===== src/rtl/mem_ctrl_pkg.sv =====
// rtl/mem_ctrl_pkg.sv - shared types and constants for the byte-wide RAM port sequencer
//
// Purpose: state encodings, grant identifiers, bus widths and the IO window
// prefix shared by mem_ctrl, its arbiter and its interface.
// Ports: none (package).
package mem_ctrl_pkg;

  localparam int         ADDR_W_DEFAULT    = 32;
  localparam logic [1:0] IO_PREFIX_DEFAULT = 2'b11;
  localparam int         WORD_W            = 32;
  localparam int         BYTE_W            = 8;

  typedef logic [WORD_W-1:0] word_t;
  typedef logic [BYTE_W-1:0] byte_t;

  typedef enum logic [1:0] {
    ST_IDLE    = 2'd0,
    ST_RUN     = 2'd1,
    ST_RD_TAIL = 2'd2,
    ST_DONE    = 2'd3
  } state_t;

  typedef enum logic {
    GRANT_INST = 1'b0,
    GRANT_DATA = 1'b1
  } grant_t;

  // Byte count 1..4 -> index of the last byte; anything else is a full word.
  function automatic logic [1:0] len_to_last(input logic [2:0] len);
    case (len)
      3'd1:    return 2'd0;
      3'd2:    return 2'd1;
      3'd3:    return 2'd2;
      default: return 2'd3;
    endcase
  endfunction

endpackage


===== src/rtl/mem_ctrl_if.sv =====
// rtl/mem_ctrl_if.sv - requester and RAM-port signal bundle for mem_ctrl
//
// Purpose: groups the icache fill port, the LSU port, the IO-full flag and
// the byte-wide RAM port.
// Ports (signals):
//   inst_req/inst_addr/inst_data/inst_done          icache 4-byte fill
//   data_req/data_we/data_addr/data_len/data_wdata/
//   data_rdata/data_done                            LSU 1..4 byte access
//   io_full                                         IO buffer full
//   mem_a/mem_dout/mem_wr/mem_din                   byte-wide RAM port
// Modports: slave = controller view, master = requester/RAM view.
interface mem_ctrl_if
  import mem_ctrl_pkg::*;
#(
  parameter int ADDR_W = ADDR_W_DEFAULT
);

  logic              inst_req;
  logic [ADDR_W-1:0] inst_addr;
  word_t             inst_data;
  logic              inst_done;

  logic              data_req;
  logic              data_we;
  logic [ADDR_W-1:0] data_addr;
  logic [2:0]        data_len;
  word_t             data_wdata;
  word_t             data_rdata;
  logic              data_done;

  logic              io_full;

  logic [ADDR_W-1:0] mem_a;
  byte_t             mem_dout;
  logic              mem_wr;
  byte_t             mem_din;

  modport slave (
    input  inst_req, inst_addr,
    output inst_data, inst_done,
    input  data_req, data_we, data_addr, data_len, data_wdata,
    output data_rdata, data_done,
    input  io_full,
    output mem_a, mem_dout, mem_wr,
    input  mem_din
  );

  modport master (
    output inst_req, inst_addr,
    input  inst_data, inst_done,
    output data_req, data_we, data_addr, data_len, data_wdata,
    input  data_rdata, data_done,
    output io_full,
    input  mem_a, mem_dout, mem_wr,
    output mem_din
  );

endinterface


===== src/rtl/mem_rr_arbiter.sv =====
// rtl/mem_rr_arbiter.sv - two-way round-robin grant for the shared RAM port
//
// Purpose: picks icache or LSU when the port is free and remembers the
// most recent winner so that a tie goes to the other side next time.
// Ports:
//   clk, rst       clock, asynchronous active-low reset
//   req_inst       icache request
//   req_data       LSU request
//   take           controller accepts the current grant this cycle
//   grant          combinational winner for this cycle
//   last_grant     registered winner of the most recent take
module mem_rr_arbiter
  import mem_ctrl_pkg::*;
(
  input  logic   clk,
  input  logic   rst,
  input  logic   req_inst,
  input  logic   req_data,
  input  logic   take,
  output grant_t grant,
  output grant_t last_grant
);

  always_comb begin
    grant = GRANT_INST;
    if (req_inst && req_data) begin
      grant = (last_grant == GRANT_INST) ? GRANT_DATA : GRANT_INST;
    end else if (req_data) begin
      grant = GRANT_DATA;
    end
  end

  // Reset value INST makes the LSU win the first tie.
  always_ff @(posedge clk or negedge rst) begin
    if (!rst) begin
      last_grant <= GRANT_INST;
    end else if (take) begin
      last_grant <= grant;
    end
  end

endmodule


===== src/rtl/mem_ctrl.sv =====
// rtl/mem_ctrl.sv - arbiter and byte sequencer for the single byte-wide RAM port
//
// Purpose: serves icache 4-byte fills and LSU 1..4 byte reads/writes over a
// byte-wide RAM, one byte per cycle, assembling read bytes little-endian.
// IO-window write bytes wait while the IO buffer is full.
// Ports:
//   clk   system clock, all state on the rising edge
//   rst   asynchronous active-low reset
//   bus   mem_ctrl_if.slave: requester ports, io_full and RAM port
module mem_ctrl
  import mem_ctrl_pkg::*;
#(
  parameter int         ADDR_W    = ADDR_W_DEFAULT,
  parameter logic [1:0] IO_PREFIX = IO_PREFIX_DEFAULT
) (
  input logic       clk,
  input logic       rst,
  mem_ctrl_if.slave bus
);

  state_t            state;
  state_t            state_nx;
  grant_t            arb_grant;
  grant_t            cur_grant;
  logic              take;
  logic              any_req;
  logic              stall;
  logic              last_byte;
  logic [ADDR_W-1:0] addr_q;
  logic [ADDR_W-1:0] cur_a;
  logic [1:0]        last_q;
  logic [1:0]        cnt_q;
  logic [1:0]        cap_idx;
  logic              we_q;
  word_t             wdata_q;
  word_t             buf_q;
  word_t             result_q;
  word_t             tail_word;

  assign any_req   = bus.inst_req | bus.data_req;
  assign take      = (state == ST_IDLE) && any_req;
  // Plain modular addition: running past all-ones wraps to zero.
  assign cur_a     = addr_q + ADDR_W'(cnt_q);
  assign last_byte = (cnt_q == last_q);
  assign stall     = (state == ST_RUN) && we_q &&
                     (cur_a[17:16] == IO_PREFIX) && bus.io_full;
  // RAM data lags its address by one cycle, so byte cnt-1 arrives now.
  assign cap_idx   = cnt_q - 2'd1;

  always_comb begin
    tail_word = buf_q;
    tail_word[{last_q, 3'b000} +: 8] = bus.mem_din;
  end

  // The arbiter's last_grant doubles as the owner of the current transaction.
  mem_rr_arbiter u_arb (
    .clk        (clk),
    .rst        (rst),
    .req_inst   (bus.inst_req),
    .req_data   (bus.data_req),
    .take       (take),
    .grant      (arb_grant),
    .last_grant (cur_grant)
  );

  always_ff @(posedge clk or negedge rst) begin
    if (!rst) begin
      state <= ST_IDLE;
    end else begin
      state <= state_nx;
    end
  end

  always_comb begin
    state_nx = state;
    case (state)
      ST_IDLE: begin
        if (any_req) begin
          state_nx = ST_RUN;
        end
      end
      ST_RUN: begin
        if (!stall && last_byte) begin
          state_nx = we_q ? ST_DONE : ST_RD_TAIL;
        end
      end
      ST_RD_TAIL: state_nx = ST_DONE;
      ST_DONE:    state_nx = ST_IDLE;
      default:    state_nx = ST_IDLE;
    endcase
  end

  // Outputs depend on state only through async-reset registers, so a reset
  // drops mem_wr immediately rather than at the next edge.
  always_comb begin
    bus.mem_a      = '0;
    bus.mem_dout   = '0;
    bus.mem_wr     = 1'b0;
    bus.inst_done  = 1'b0;
    bus.inst_data  = '0;
    bus.data_done  = 1'b0;
    bus.data_rdata = '0;
    case (state)
      ST_RUN: begin
        bus.mem_a  = cur_a;
        bus.mem_wr = we_q && !stall;
        if (we_q) begin
          bus.mem_dout = wdata_q[{cnt_q, 3'b000} +: 8];
        end
      end
      ST_DONE: begin
        if (cur_grant == GRANT_DATA) begin
          bus.data_done  = 1'b1;
          bus.data_rdata = result_q;
        end else begin
          bus.inst_done  = 1'b1;
          bus.inst_data  = result_q;
        end
      end
      default: ;
    endcase
  end

  always_ff @(posedge clk or negedge rst) begin
    if (!rst) begin
      addr_q   <= '0;
      last_q   <= '0;
      cnt_q    <= '0;
      we_q     <= 1'b0;
      wdata_q  <= '0;
      buf_q    <= '0;
      result_q <= '0;
    end else begin
      case (state)
        ST_IDLE: begin
          if (any_req) begin
            cnt_q    <= '0;
            // Cleared so unused upper bytes of a short read come out zero.
            buf_q    <= '0;
            result_q <= '0;
            if (arb_grant == GRANT_DATA) begin
              addr_q  <= bus.data_addr;
              last_q  <= len_to_last(bus.data_len);
              we_q    <= bus.data_we;
              wdata_q <= bus.data_wdata;
            end else begin
              addr_q  <= bus.inst_addr;
              last_q  <= 2'd3;
              we_q    <= 1'b0;
              wdata_q <= '0;
            end
          end
        end
        ST_RUN: begin
          if (!stall) begin
            cnt_q <= cnt_q + 2'd1;
            if (!we_q && (cnt_q != 2'd0)) begin
              buf_q[{cap_idx, 3'b000} +: 8] <= bus.mem_din;
            end
          end
        end
        ST_RD_TAIL: begin
          buf_q    <= tail_word;
          result_q <= tail_word;
        end
        default: ;
      endcase
    end
  end

endmodule


===== src/flat_wrapper.sv =====
// flat-port wrapper written by rule: the top's interface ports become plain ports
module mem_ctrl_flat import mem_ctrl_pkg::*;
#(
  parameter int         ADDR_W    = ADDR_W_DEFAULT,
  parameter logic [1:0] IO_PREFIX = IO_PREFIX_DEFAULT
)
  (clk, rst, bus_inst_req, bus_inst_addr, bus_inst_data, bus_inst_done, bus_data_req, bus_data_we, bus_data_addr, bus_data_len, bus_data_wdata, bus_data_rdata, bus_data_done, bus_io_full, bus_mem_a, bus_mem_dout, bus_mem_wr, bus_mem_din);
  mem_ctrl_if #(.ADDR_W(ADDR_W)) bus_i ();
  input logic clk;
  input logic rst;
  input wire logic [$bits(bus_i.inst_req)-1:0] bus_inst_req;
  input wire logic [$bits(bus_i.inst_addr)-1:0] bus_inst_addr;
  output wire logic [$bits(bus_i.inst_data)-1:0] bus_inst_data;
  output wire logic [$bits(bus_i.inst_done)-1:0] bus_inst_done;
  input wire logic [$bits(bus_i.data_req)-1:0] bus_data_req;
  input wire logic [$bits(bus_i.data_we)-1:0] bus_data_we;
  input wire logic [$bits(bus_i.data_addr)-1:0] bus_data_addr;
  input wire logic [$bits(bus_i.data_len)-1:0] bus_data_len;
  input wire logic [$bits(bus_i.data_wdata)-1:0] bus_data_wdata;
  output wire logic [$bits(bus_i.data_rdata)-1:0] bus_data_rdata;
  output wire logic [$bits(bus_i.data_done)-1:0] bus_data_done;
  input wire logic [$bits(bus_i.io_full)-1:0] bus_io_full;
  output wire logic [$bits(bus_i.mem_a)-1:0] bus_mem_a;
  output wire logic [$bits(bus_i.mem_dout)-1:0] bus_mem_dout;
  output wire logic [$bits(bus_i.mem_wr)-1:0] bus_mem_wr;
  input wire logic [$bits(bus_i.mem_din)-1:0] bus_mem_din;
  assign bus_i.inst_req = bus_inst_req;
  assign bus_i.inst_addr = bus_inst_addr;
  assign bus_inst_data = bus_i.inst_data;
  assign bus_inst_done = bus_i.inst_done;
  assign bus_i.data_req = bus_data_req;
  assign bus_i.data_we = bus_data_we;
  assign bus_i.data_addr = bus_data_addr;
  assign bus_i.data_len = bus_data_len;
  assign bus_i.data_wdata = bus_data_wdata;
  assign bus_data_rdata = bus_i.data_rdata;
  assign bus_data_done = bus_i.data_done;
  assign bus_i.io_full = bus_io_full;
  assign bus_mem_a = bus_i.mem_a;
  assign bus_mem_dout = bus_i.mem_dout;
  assign bus_mem_wr = bus_i.mem_wr;
  assign bus_i.mem_din = bus_mem_din;
  mem_ctrl #(.ADDR_W(ADDR_W), .IO_PREFIX(IO_PREFIX)) u_core (.clk(clk), .rst(rst), .bus(bus_i));
endmodule

===== config.mk =====
export PLATFORM = sky130hd
export DESIGN_NAME = mem_ctrl_flat
export DESIGN_NICKNAME = d
export VERILOG_FILES = /design/src/rtl/mem_ctrl_pkg.sv /design/src/rtl/mem_ctrl_if.sv /design/src/rtl/mem_rr_arbiter.sv /design/src/rtl/mem_ctrl.sv /design/src/flat_wrapper.sv
export SDC_FILE = /design/constraint.sdc
export NUM_CORES = 1
export LEC_CHECK = 0
export ABC_AREA = 1
export ABC_CLOCK_PERIOD_IN_PS = 6400
export CORE_ASPECT_RATIO = 0.6
export CORE_MARGIN = 1
export CORE_UTILIZATION = 54
export CTS_CLUSTER_SIZE = 20
export DETAILED_ROUTE_END_ITERATION = 12
export PLACE_DENSITY = 0.95
export SYNTH_ARGS = -nofsm -noshare
export SYNTH_HDL_FRONTEND = slang
export SYNTH_SLANG_ARGS = --single-unit

===== constraint.sdc =====
create_clock -name clk -period 6.4 [get_ports clk]
set_clock_uncertainty 0.2 [all_clocks]
set_input_delay 1.28 -clock clk [delete_from_list [all_inputs] [get_ports clk]]
set_output_delay 1.28 -clock clk [all_outputs]
set_load 0.02 [all_outputs]

; Word-level counts from Yosys, hierarchy flattened
; Index checks and enable logic that the tools add are counted.
[word_totals]
n_memories = 0
latchBits = 0
elab_cells = 85
romBits = 0
output_inout_bits = 107
ram_bits = 0
input_bits = 113
register_bits = 136
[classes]
n_div = 0
n_addsub = 5
order_cmp = 0
shift = 5
n_eq_ne = 12
multipliers = 0
n_reduce_logical = 20
mux = 33
n_bitwise = 1
[op_table]
columns = operator, count
row1 = 2-to-1 mux 32 bit, 10
row2 = case mux 32 bit (3 select lines), 1
row3 = bitwise mux 32 bit, 2
row4 = case mux 32 bit (2 select lines), 1
row5 = "variable shift 8 x 7 -> 32 bit, first input constant", 2
row6 = indexed part select 8 x 7 -> 32 bit, 2
row7 = adder 32 x 2 -> 32 bit, 1
row8 = indexed part select 32 x 6 -> 8 bit, 1
row9 = 2-to-1 mux 8 bit, 2
row10 = negation 5 -> 7 bit, 2
row11 = 2-to-1 mux 2 bit, 5
row12 = 2-to-1 mux 1 bit, 9
row13 = logical AND 1 bit, 8
row14 = case mux 2 bit (4 select lines), 1
row15 = "equality test 2 bit, second input constant", 3
row16 = "equality test 3 x 2 -> 1 bit, second input constant", 2
row17 = "!= test 2 bit, second input constant", 3
row18 = case mux 2 bit (3 select lines), 1
row19 = AND reduction 2 bit, 3
row20 = nonzero test 2 bit, 3
row21 = case mux 2 bit (2 select lines), 1
row22 = AND reduction 4 bit, 1
row23 = "equality test 3 x 1 -> 1 bit, second input constant", 1
row24 = AND reduction 3 bit, 1
row25 = other kinds (9), 10

; Longest topological paths before layout
[depth]
word_depth = 8
ltp_mapped = 16
depth_no_buf = 15

; Cells and area by module
; From an unflattened synthesis, not the netlist that was laid out.
[unflattened]
hier_cells = 1216
hier_area_um2 = 8704.6
[by_module_without_submodules]
columns = module, instances, cells_per_inst, seq_area_each_um2, area_per_inst_um2
row1 = mem_ctrl, 1, 1209, 3378.2, 8653.3
row2 = mem_rr_arbiter, 1, 7, 25.0, 51.3

; Worst setup path before layout
; OpenSTA, ideal clock, no wires.
[synth_path]
path_type = register to output
startpoint = reg u_core.cnt_q[0]
endpoint = out bus_mem_a[18]
t_arrival_ns = 2.012
path_stages_with_launch = 13
required_ns = 4.920
setup_slack_ns = 2.908
path_buffers = 0
path_cell_list = dfrtp_1 -> ha_1 -> fa_1 -> nand2_2 -> nor2_1 -> nand2_1 -> nor2_1 -> nand2_1 -> inv_1 -> nand3_1 -> inv_1 -> o21ai_0 -> a21oi_1
[synth_via]
elab_chain_len = 2
[synth_rtl]
columns = element, line
row1 = start: declaration, mem_ctrl.sv:32  ; logic [1:0] cnt_q;
row2 = start signal: assignment, mem_ctrl.sv:156  ; cnt_q <= cnt_q + 2'd1;
row3 = adder 32 x 2 -> 32 bit, mem_ctrl.sv:43  ; assign cur_a = addr_q + ADDR_W'(cnt_q);
row4 = 2-to-1 mux 32 bit, mem_ctrl.sv:103  ; case (state)
row5 = end: declaration, flat_wrapper.sv:23  ; output wire logic [$bits(bus_i.mem_a)-1:0] bus_mem_a;
; Every way passes these cells.

; Final worst setup path
[layout_path]
startpoint = reg u_core.cnt_q[0]
endpoint = out bus_mem_a[28]
; The elaborated chain is that of the path after synthesis.

==> impl_metrics.tcl <==
set metrics [dict create \
    status "completed" \
    initial_utilization_pct 55.55 \
    cts.sinks 136 \
    antenna_found_initial 0 \
    cts-root-buf "clkbuf_16" \
    syn_area_um2 8563 \
    nets 1460 \
    dr_wl_met3_um 3465 \
    die_x_um 164.6 \
    setup_violations 0 \
    synth_top_area_share_pct 39.74 \
    core-area_um2 15410 \
    leakage_nw 4.622 \
    clkTransAtPathRegs_ns 0.07 \
    vias_per_cell 5.989 \
    overflow 0 \
    htree_levels 4 \
    die_y_um 99.55 \
    cpPeakStageDelay_ns 0.85 \
    grt.total_usage_pct 34.98 \
    slowest_stage "dfrtp_1" \
    highest_layer "met4" \
    wl_per_cell_um 18.45 \
    port-buffer-count 219 \
    hold_viol 0 \
    ys_types 36 \
    yosysTopAreaCell "dfrtp_1" \
    drc 0 \
    place.gp.congestion 0.9892 \
    detail_route.iter0.violations 1436 \
    place_area_um2 10760 \
    worstPathCellList "ha_1, fa_1, nand2_2, nor2_4, nand3_1, nor4_1, nand2_1, nand2_1, nand2_1, nor2_1, clkdlybuf4s50_1" \
    die_area_um2 16380 \
    path_max_fanout 25 \
    worst_hold_slack_ns 0.2891 \
    wl_um 28510 \
    layout_min_cycle_time_ns 5.163 \
    arrival_ns 3.68 \
    rsz0062_at_grt "no" \
    drive_gt1_share_pct 9.389 \
    grt_pass1_vias 8392 \
    relSlewSlack_pct 14.87 \
    nFillCells 1194 \
    finalSetupTns_ns 0 \
    cts_buffers 17 \
    cellPowerDensity_nw_per_um2 453.0 \
    worst_pin_slew_ns 1.274 \
    postRouteAntennaNets 0 \
    cap_viol_max_count 0 \
    vias 9253 \
    synth_seq_cells 136 \
    grt_pass1_wl_um 44180 \
    hpwl_um 20000 \
    fmax_mhz 193.7 \
    io-pin-count 220 \
    timing.final.crit_share_pct 80.67 \
    rows 35 \
    cp.required_ns 4.92 \
    yosysWarnings 0 \
    ctsHoldBuffers 0 \
    cp_common_cell "nand2_1" \
    setup.worst_path.class "reg2out" \
    netlist_instances 1157 \
    dr_wl_met2_um 11730 \
    synthTopCellsByArea "dfrtp_1 40%, o21ai_0 11%, nand2_1 7.3%, nor2_1 5.8%, o211ai_1 5.6%" \
    fin_area_um2 11350 \
    clk_latency_ns 0.43 \
    cts_tree "done" \
    maxSlewViolCount 0 \
    clock_path_buffers 2 \
    seq_area_frac_synth_pct 39.74 \
    critPathLaunchType "register" \
    wl_met1_um 12720 \
    grt_max_degree 72 \
    cts.repair.resized 0 \
    antenna_cells 0 \
    area_growth_pct 32.50 \
    setup.worst_path.end_class "primary output" \
    peakVddDrop_mv 0.3453 \
    avgSynthCellArea_um2 7.401 \
    post_cts_buffers 0 \
    first_pass_iters 6 \
    final_core_util_pct 73.60 \
    synthesis.nets 1288 \
    hold_path_class "reg2reg" \
]
[cell usage after synthesis (all sizes together)]
library cell and number:
a211oi 1, a21oi 85, a22o 17, a31oi 1
a32oi 1, and3 1, buf 9, clkbuf 65
clkinv 3, dfrtp 136, fa 1, ha 17
inv 102, nand2 237, nand3 43, nand4 4
nor2 137, nor3 9, nor4 2, o211ai 64
o21ai 189, o22ai 18, o31ai 9, or2 2
xor2 4
[per-stage QoR]
stage	worst slack, ns	cells	power, mW
6_report	1.237	1545	5.140
5_1_grt	0.9082	1545	5.444
4_1_cts	1.281	1545	5.056
3_5_place_dp	1.746	1513	4.044
3_3_place_gp	1.800	1513	3.967
2_1_floorplan	2.908	1157	3.236
[final timing paths]
check / from / end / slack, ns / cells after the start
max in group asynchronous: rst / u_core.cnt_q[0] / 4.03 / 2
worst min-delay path: u_core.result_q[14] / u_core.result_q[14] / 0.29 / 2
worst max register to register: u_core.last_q[0] / u_core.buf_q[16] / 3.05 / 8
worst max-delay path: u_core.cnt_q[0] / bus_mem_a[28] / 1.24 / 11
min in group asynchronous: rst / u_core.wdata_q[26] / 0.65 / 1
worst min register to register: u_core.result_q[14] / u_core.result_q[14] / 0.29 / 2
[placed cells by master (no fill, tap or decap), drive strengths merged]
| cell | n |
|---|---|
| a31oi | 1 |
| nand2 | 237 |
| a32oi | 1 |
| and3 | 1 |
| nand3 | 43 |
| or2 | 2 |
| clkdlybuf4s50 | 218 |
| ha | 17 |
| clkbuf | 17 |
| bufinv | 1 |
| fa | 1 |
| xor2 | 4 |
| buf | 9 |
| a22o | 17 |
| dfrtp | 136 |
| a211oi | 1 |
| o22ai | 18 |
| a21oi | 85 |
| clkinv | 7 |
| inv | 110 |
| o211ai | 64 |
| clkinvlp | 2 |
| nand4 | 4 |
| nor4 | 2 |
| o31ai | 9 |
| nor2 | 137 |
| nor3 | 9 |
| o21ai | 189 |
[power by group]
| group | internal [mW] | switching, mW |
|---|---|---|
| Clock | 0.552 | 0.447 |
| Combinational | 0.824 | 1.78 |
| Sequential | 1.20 | 0.343 |
[worst max-delay path: cells and delay by family (launching register included)]
kind	cells	cell delay, ns
simple gates	8	1.28
buf+inv	1	0.61
flops	1	0.85
fa+ha+maj	2	0.53
[sequential cells by signal, indices dropped and copies added, names as in the netlist]
| register | cells |
|---|---|
| u_core.addr_q | 32 |
| u_core.u_arb.last_grant | 1 |
| u_core.cnt_q | 2 |
| u_core.last_q | 2 |
| u_core.state | 2 |
| u_core.wdata_q | 32 |
| u_core.we_q | 1 |
| u_core.buf_q | 32 |
| u_core.result_q | 32 |
[logic make-up (layout without fill, tap and decap cells)]
logic type	Yosys count	after routing	share of synthesized area, %
AOI/OAI and AO/OA	385	385	25.79
xor gates and xnor gates	4	4	0.4091
adders and majority gates	18	18	2.718
buffers and inverters	179	364	8.694
DFF	136	136	39.74
and+or+nand+nor	435	435	22.65
[per-layer routing]
metal  vias to the layer above  global-route usage [%]
met5                         -                       0
met3                        67                   9.466
li1                       4247                       -
met2                       645                   49.84
met4                         0                   9.880
met1                      4294                   51.73
[final cells by class]
type                       count  area (µm²)  area share, %
clock buffer                  17       425.4          3.749
clock inverter                15       160.2          1.412
inverter                     105       399.1          3.518
multi-input combinational    842        4451          39.23
sequential                   136        3403          30.00
tap                          203       254.0          2.239
timing repair buffer         227        2253          19.86
No activity file was read; power rests on OpenSTA's default activity.
